===== src/rtl/ram_burst_master.sv =====
// Burst initiator for the single-port 24-bit RAM: read bursts stream out through a 2-entry
// skid FIFO, write bursts consume a valid/ready stream. Optional macro: RAM_BURST_BOUND_CHK_EN.
module ram_burst_master #(
    parameter int unsigned AW        = 20,
    parameter int unsigned DW        = 24,
    parameter int unsigned LW        = 16,
    parameter int unsigned MEM_DEPTH = 65536
) (
    input  logic          CK,
    input  logic          RST_N,
    input  logic          cmd_valid,
    output logic          cmd_ready,
    input  logic          cmd_write,
    input  logic [AW-1:0] cmd_addr,
    input  logic [LW-1:0] cmd_len,
    output logic          rd_valid,
    input  logic          rd_ready,
    output logic [DW-1:0] rd_data,
    input  logic          wr_valid,
    output logic          wr_ready,
    input  logic [DW-1:0] wr_data,
    output logic          done,
    output logic          err,
    output logic          busy,
    output logic [AW-1:0] A,
    output logic          WE,
    output logic          OE,
    output logic [DW-1:0] D,
    input  logic [DW-1:0] Q
);

    typedef enum logic [2:0] {StIdle, StRd, StRdDrain, StWr, StDone} state_e;

`ifdef RAM_BURST_BOUND_CHK_EN
    localparam bit BoundChk = 1'b1;
`else
    localparam bit BoundChk = 1'b0;
`endif

    state_e        state_q, state_d;
    logic [AW-1:0] addr_q, addr_d;
    logic [LW-1:0] rem_q, rem_d;
    logic [AW-1:0] a_q, a_d;
    logic          we_q, we_d;
    logic          oe_q, oe_d;
    logic [DW-1:0] d_q, d_d;
    logic          infl_q, infl_d;
    logic          done_q, done_d;
    logic          err_q, err_d;
    logic [DW-1:0] fifo_q [2];
    logic          wptr_q, wptr_d;
    logic          rptr_q, rptr_d;
    logic [1:0]    cnt_q, cnt_d;

    logic          accept;
    logic          push;
    logic          pop;
    logic [2:0]    occ;
    logic          issue;
    logic          wr_fire;
    logic [AW:0]   end_addr;
    logic          oob;

    assign cmd_ready = (state_q == StIdle) && RST_N;
    assign accept    = cmd_valid && cmd_ready;
    assign busy      = (state_q != StIdle);
    assign done      = done_q;
    assign err       = err_q;
    assign A         = a_q;
    assign WE        = we_q;
    assign OE        = oe_q;
    assign D         = d_q;

    // Bound check is evaluated one bit wider than the address so the sum cannot wrap.
    assign end_addr  = {1'b0, cmd_addr} + (AW + 1)'(cmd_len);
    assign oob       = BoundChk && (end_addr > (AW + 1)'(MEM_DEPTH));

    assign rd_valid  = (cnt_q != 2'd0);
    assign rd_data   = fifo_q[rptr_q];
    assign push      = infl_q;
    assign pop       = rd_valid && rd_ready;

    // Occupancy after this cycle's pop plus the word still on its way back from the RAM;
    // counting the pop keeps one word per cycle flowing with rd_ready held high.
    assign occ       = {1'b0, cnt_q} + {2'b00, infl_q} - {2'b00, pop};
    assign issue     = (state_q == StRd) && (rem_q != '0) && (occ < 3'd2);

    assign wr_ready  = (state_q == StWr) && (rem_q != '0);
    assign wr_fire   = wr_valid && wr_ready;

    always_comb begin
        wptr_d = wptr_q ^ push;
        rptr_d = rptr_q ^ pop;
        cnt_d  = cnt_q + {1'b0, push} - {1'b0, pop};
    end

    always_comb begin
        state_d = state_q;
        addr_d  = addr_q;
        rem_d   = rem_q;
        a_d     = a_q;
        we_d    = 1'b0;
        oe_d    = oe_q;
        d_d     = d_q;
        infl_d  = issue;
        done_d  = (state_q == StDone);
        err_d   = 1'b0;

        unique case (state_q)
            StIdle: begin
                if (accept) begin
                    addr_d = cmd_addr;
                    rem_d  = cmd_len;
                    if (cmd_len == '0) begin
                        state_d = StDone;
                    end else if (oob) begin
                        // Consumed but not executed: no RAM access and no done pulse.
                        err_d = 1'b1;
                        rem_d = '0;
                    end else if (cmd_write) begin
                        state_d = StWr;
                    end else begin
                        state_d = StRd;
                        oe_d    = 1'b1;
                    end
                end
            end
            StRd: begin
                if (issue) begin
                    a_d    = addr_q;
                    addr_d = addr_q + AW'(1);
                    rem_d  = rem_q - LW'(1);
                    if (rem_q == LW'(1)) begin
                        state_d = StRdDrain;
                    end
                end
            end
            StRdDrain: begin
                // Any word still in flight is captured at this edge, so OE can drop now.
                oe_d = 1'b0;
                if ((cnt_q == 2'd0) && !infl_q) begin
                    state_d = StDone;
                end
            end
            StWr: begin
                if (wr_fire) begin
                    a_d    = addr_q;
                    d_d    = wr_data;
                    we_d   = 1'b1;
                    addr_d = addr_q + AW'(1);
                    rem_d  = rem_q - LW'(1);
                end else if (rem_q == '0) begin
                    state_d = StDone;
                end
            end
            StDone: begin
                state_d = StIdle;
            end
            default: begin
                state_d = StIdle;
                oe_d    = 1'b0;
            end
        endcase
    end

    always_ff @(posedge CK or negedge RST_N) begin
        if (!RST_N) begin
            state_q <= StIdle;
            addr_q  <= '0;
            rem_q   <= '0;
            a_q     <= '0;
            we_q    <= 1'b0;
            oe_q    <= 1'b0;
            d_q     <= '0;
            infl_q  <= 1'b0;
            done_q  <= 1'b0;
            err_q   <= 1'b0;
            wptr_q  <= 1'b0;
            rptr_q  <= 1'b0;
            cnt_q   <= 2'd0;
            for (int i = 0; i < 2; i++) begin
                fifo_q[i] <= '0;
            end
        end else begin
            state_q <= state_d;
            addr_q  <= addr_d;
            rem_q   <= rem_d;
            a_q     <= a_d;
            we_q    <= we_d;
            oe_q    <= oe_d;
            d_q     <= d_d;
            infl_q  <= infl_d;
            done_q  <= done_d;
            err_q   <= err_d;
            wptr_q  <= wptr_d;
            rptr_q  <= rptr_d;
            cnt_q   <= cnt_d;
            if (push) begin
                fifo_q[wptr_q] <= Q;
            end
        end
    end

endmodule


===== config.mk =====
export PLATFORM = sky130hd
export DESIGN_NAME = ram_burst_master
export DESIGN_NICKNAME = d
export VERILOG_FILES = /design/src/rtl/ram_burst_master.sv
export SDC_FILE = /design/constraint.sdc
export NUM_CORES = 1
export LEC_CHECK = 0
export CORE_MARGIN = 2
export CORE_UTILIZATION = 50
export DETAILED_ROUTE_END_ITERATION = 16
export DONT_BUFFER_PORTS = 1
export PLACE_DENSITY = 0.64
export SYNTH_ARGS = -nofsm -noshare
export SYNTH_HDL_FRONTEND = slang
export SYNTH_SLANG_ARGS = --single-unit

===== constraint.sdc =====
create_clock -name CK -period 3.8 [get_ports CK]
set_input_delay 0.76 -clock CK [delete_from_list [all_inputs] [get_ports CK]]
set_output_delay 0.76 -clock CK [all_outputs]
set_load 0.02 [all_outputs]

After elaboration in Yosys (flattened, before gate mapping)
Index checks and enable logic that the tools add are counted.
W data, S select, Z words.
- word-level logic and storage cells: 100
- memory bits (read-only): 0
- input port bits: 90
- RAM bits: 0
- bits in registers: 139
- bits in latches: 0
- memories kept: 0
- output and inout bits: 76
- order comparisons: 4
- eq/ne operators: 14
- multiplexer cells: 32
- multiply operators: 0
- reductions and logical operators: 25
- add/subtract/negate cells: 6
- bitwise gates (word level): 5
- shift-type cells: 0
- div/mod/pow operators: 0
- operators with widths (operator ; number):
    $mux W20 ; 5
    $mux W24 ; 4
    $pmux W20 S3 ; 1
    $bwmux W48 ; 1
    $mux W16 ; 3
    $pmux W16 S3 ; 1
    $pmux W20 S2 ; 1
    $logic_not A16 Y1 ; 2
    $demux W24 S1 ; 1
    $mux W3 ; 7
    $add A20 B1 Y20 const B ; 1
    $eq A16 B1 Y1 const B ; 1
    $reduce_bool A16 Y1 ; 1
    $sub A16 B1 Y16 const B ; 1
    $ne A2 B2 Y1 const B ; 7
    $pmux W3 S4 ; 1
    $logic_and A1 B1 Y1 ; 9
    $reduce_and A4 Y1 ; 2
    $eq A3 B2 Y1 const B ; 2
    $reduce_and A6 Y1 ; 1
    $reduce_bool A3 Y1 ; 2
    $mux W1 ; 5
    $ge A2 B2 Y1 const B ; 2
    $ne A2 B1 Y1 const B ; 2
    20 further kinds ; 23

Longest topological paths before layout
- word-level depth: 7
- mapped depth: 13
- depth with buffers taken out: 11

Worst setup path before layout
OpenSTA, ideal clock, no wires.
- path kind: reg-to-reg
- start: register cnt_q[1]
- end: register a_q[0] (netlist: A[0])
- buffers on the path: 1
- setup time: 0.125 ns
- stages on the path, launching flop included: 13
- clock period less this slack: 3.376 ns
- required time: 3.675 ns
- slack: 0.424 ns
- arrival: 3.252 ns
- cell sequence: dfrtp_1 or2_2 and2_1 ha_1 inv_1 ha_1 fa_1 xnor2_1 or3_4 a311o_1 nor2_1 buf_2 mux2_2
- word-level cells in the longest chain between the ends: 7
- elaborated cells on any way between the ends: 8
- those cells by class: add/sub: 2; order compare: 1; eq/ne: 1; reduce/logical: 4
- RTL lines (element ; line ; source):
    from (decl) ; 53 ; logic [1:0] cnt_q, cnt_d;
    from (signal assigned) ; 197 ; cnt_q <= cnt_d;
    $reduce_bool A2 Y1 ; 78 ; assign rd_valid = (cnt_q != 2'd0);
    named net rd_valid ; 16 ; output logic rd_valid,
    $logic_and A1 B1 Y1 ; 81 ; assign pop = rd_valid && rd_ready;
    $sub A3 B1 Y3 ; 85 ; assign occ = {1'b0, cnt_q} + {2'b00, infl_q} - {2'b00, pop};
    $lt A3 B2 Y1 ; 86 ; assign issue = (state_q == StRd) && (rem_q != '0) && (occ < 3'd2);
    $logic_and A1 B1 Y1 ; 86 ;
    $ne A2 B2 Y1 (no line) ; - ;
    $reduce_and A3 Y1 (no line) ; - ;
    to (signal assigned) ; 171 ; a_q <= '0;
    to (signal assigned) ; 188 ; a_q <= a_d;
    to (decl) ; 43 ; logic [AW-1:0] a_q, a_d;
The timed path passes the listed nets, and every way through them passes these cells.
A chain may end at the register's enable or synchronous reset.

Final worst setup path
- start: register cnt_q[1]
- end: register a_q[12] (netlist: A[12])
The elaborated chain is that of the path after synthesis.

==> out/results.tsv <==
metric	value	unit
grt_pass1_wl	24.9	mm
timing.rr.end	A[12]	
synth_nets	671	
skew	0.00803	ns
synthCells	572	
cp-end-kind	flop	
synth_top_area_cell	dfrtp_1	
dp_cells	722	
synth_commonest_cells	139 x dfrtp_1, 110 x mux2_2, 29 x nor2_1, 27 x nor3_1	
place_ws	0.193	ns
ff2ff_setup_slack	0.21	ns
fin_crit	3.59	ns
antennaDiodeCount	0	
drt-total-wl	15.4	mm
drv_cap	0	
holdCritPathClass	primary input to async pin	
rows	42	
globalplace.congestion	0.863	
max_freq	279	MHz
dieArea	14400	sq um
status	finished, final reports clean	
clock_latency	0.42	ns
coreArea	13200	sq um
cts_buffers	17	
slew_headroom	0.197	
track_usage	0.221	
finalHoldViolCount	0	
synth_top_area_share	0.516	
syn_avg_cell_area	11.8	sq um
drc	0	
ant_nets	0	
crit_cells	12	
cpMaxStageDelayCell	dfrtp_1	
syn_area	6740	sq um
drtIter0Drc	344	
post_drt_wl_per_cell	20.4	um
ys.flop_type	dfrtp_1	
ff2ff_path_depth	12	
cp.required	4.10	ns
ys_types	62	
dr.pass1.iters	5	
crit_chain	or2_2 -> and2_1 -> ha_1 -> inv_1 -> ha_1 -> fa_1 -> xnor2_1 -> or3_4 -> a311o_1 -> nor2_2 -> buf_4 -> mux2_2	
crit_end	A[12]	
r2r_start	cnt_q[1]	
tns	0	ns
crit_path_max_fanout	11	
ctsResizeCount	0	
finalNonFillerCells	754	
die_y	120	um
holdWs	0.0357	ns
critPathMaxStageDelay	0.40	ns
vdd_ir_drop_max	0.448	mV
routed_via_density	6.16	
grt_max_degree	142	
path_clk_slew	0.06	ns
leakage	0.00295	uW
start_kind	flop	
critPathTopFamily	simple AND/OR/NAND/NOR gates	
area_delta_synth_final	9.94	%
worstSetupPathType	flop to flop	
power_density	984	nW/um^2
rsz0062_at_grt	no	
clockRootBuffer	clkbuf_16	
antenna_found_initial	0	
cts_buffer_depth	2	
maxSlewViolCount	0	
cts_tree	yes	
first_global_vias	4713	
synth_seq_cells	139	
start_util	0.511	
synth_edf_count	0	
die_x	120	um
tightest_slew	1.20	ns
yosys_warnings	0	
dp_hpwl	10.2	mm
yosysMostFrequentCell	dfrtp_1	
cts.sinks	139	
portBuffers	0	
path_common_cell	ha_1	
yosys-top-cells-area	dfrtp_1 52%, mux2_2 18%, nor3_1 2.0%, a2bb2oi_1 2.0%, nor2_1 1.6%	
postCtsHoldBufs	0	
layout_setup_ws	0.211	ns
final_nets	664	
cts_setup_buffers	0	
final_layout_size_suffix_gt1_frac	0.289	
cp-startpoint	cnt_q[1]	
worstPathArrival	3.89	ns
vias	4647	
crit_buf_inv	2	
fin_util	0.561	
ios	166	
h-tree-depth	4	
overflow	0	
setup_viol	0	
async_flop_share	1.00	
yosysSeqAreaShare	0.516	
post-route-period-util	0.944	
metal layers:
metal  up-vias  wire (um)  GRT usage
li1       2127          -          -
met1      2315       6540      0.287
met2       183       7280      0.340
met3        22       1320     0.0765
met4         0        240     0.0838
met5         -          0          0
how the worst min path moves through the flow:
stage,to,cells after the start,slack (ns),start
4_1_cts,A[8],0,0.02,RST_N
3_3_place_gp,A[4],0,0.47,RST_N
5_1_grt,addr_q[4],0,0.01,RST_N
3_5_place_dp,A[8],0,0.47,RST_N
2_1_floorplan,A[0],0,0.46,RST_N
6_report,addr_q[5],0,0.04,RST_N
through the flow:
step	cell area, sq um	total power [uW]
global route	7410	7720
global placement	6870	5720
detailed placement	6870	5830
floorplan	6740	5240
finish	7410	7290
CTS	7410	7350
worst register-to-register path, cell delays in order, from the launching register on:
cell     delay (ns)
dfrtp_1        0.40
or2_2          0.37
and2_1         0.22
ha_1           0.28
inv_1          0.04
ha_1           0.18
fa_1           0.38
xnor2_1        0.16
or3_4          0.36
a311o_1        0.40
nor2_2         0.13
buf_4          0.21
mux2_2         0.35
sequential cells by signal, indices dropped and copies added, names as in the netlist:
name     flops
addr_q      20
OE           1
state_q      3
infl_q       1
done         1
cnt_q        2
rptr_q       1
rem_q       16
fifo_q      48
WE           1
A           20
wptr_q       1
D           24
power breakdown:
group | leakage [uW] | switching [uW] | internal, uW
logic | 0.00106 | 1350 | 1280
clock network | 0.000250 | 621 | 869
registers | 0.00164 | 959 | 2220
total | 0.00295 | 2930 | 4360
cells by family after synthesis:
kind of cell / count (synthesis) / synth area share
AND/OR/NAND/NOR: 132 / 0.105
flip-flops: 139 / 0.516
other: 1 / 0.000557
adder cells (fa/ha/maj): 9 / 0.0178
AO/OA/AOI/OAI: 120 / 0.126
buffers and inverters: 52 / 0.0353
XOR/XNOR: 2 / 0.00260
multiplexers: 117 / 0.195
placed cells by master (no fill, tap or decap), types with 12 or more instances in the layout:
cell | netlist | final
a21oi_1 | 21 | 21
inv_1 | 14 | 14
nor4_1 | 12 | 12
clkbuf_16 | 0 | 17
nand2_1 | 17 | 17
a2bb2oi_1 | 15 | 15
nor2_1 | 29 | 27
dfrtp_1 | 139 | 139
nand3_1 | 14 | 14
mux2_2 | 110 | 110
o21ai_0 | 13 | 13
nor3_1 | 27 | 27
buf_4 | 2 | 12
layout make-up:
type                    instances  area, sq um
fillers                      1139         5780
flip-flops and latches        139         3480
multi-input cells             381         3030
clock buffers                  23          468
well taps                     176          220
repair buffers                 12         90.1
clock inverters                 9         66.3
inverters                      14         52.6
Note: power is estimated with default switching activity, not from simulation.
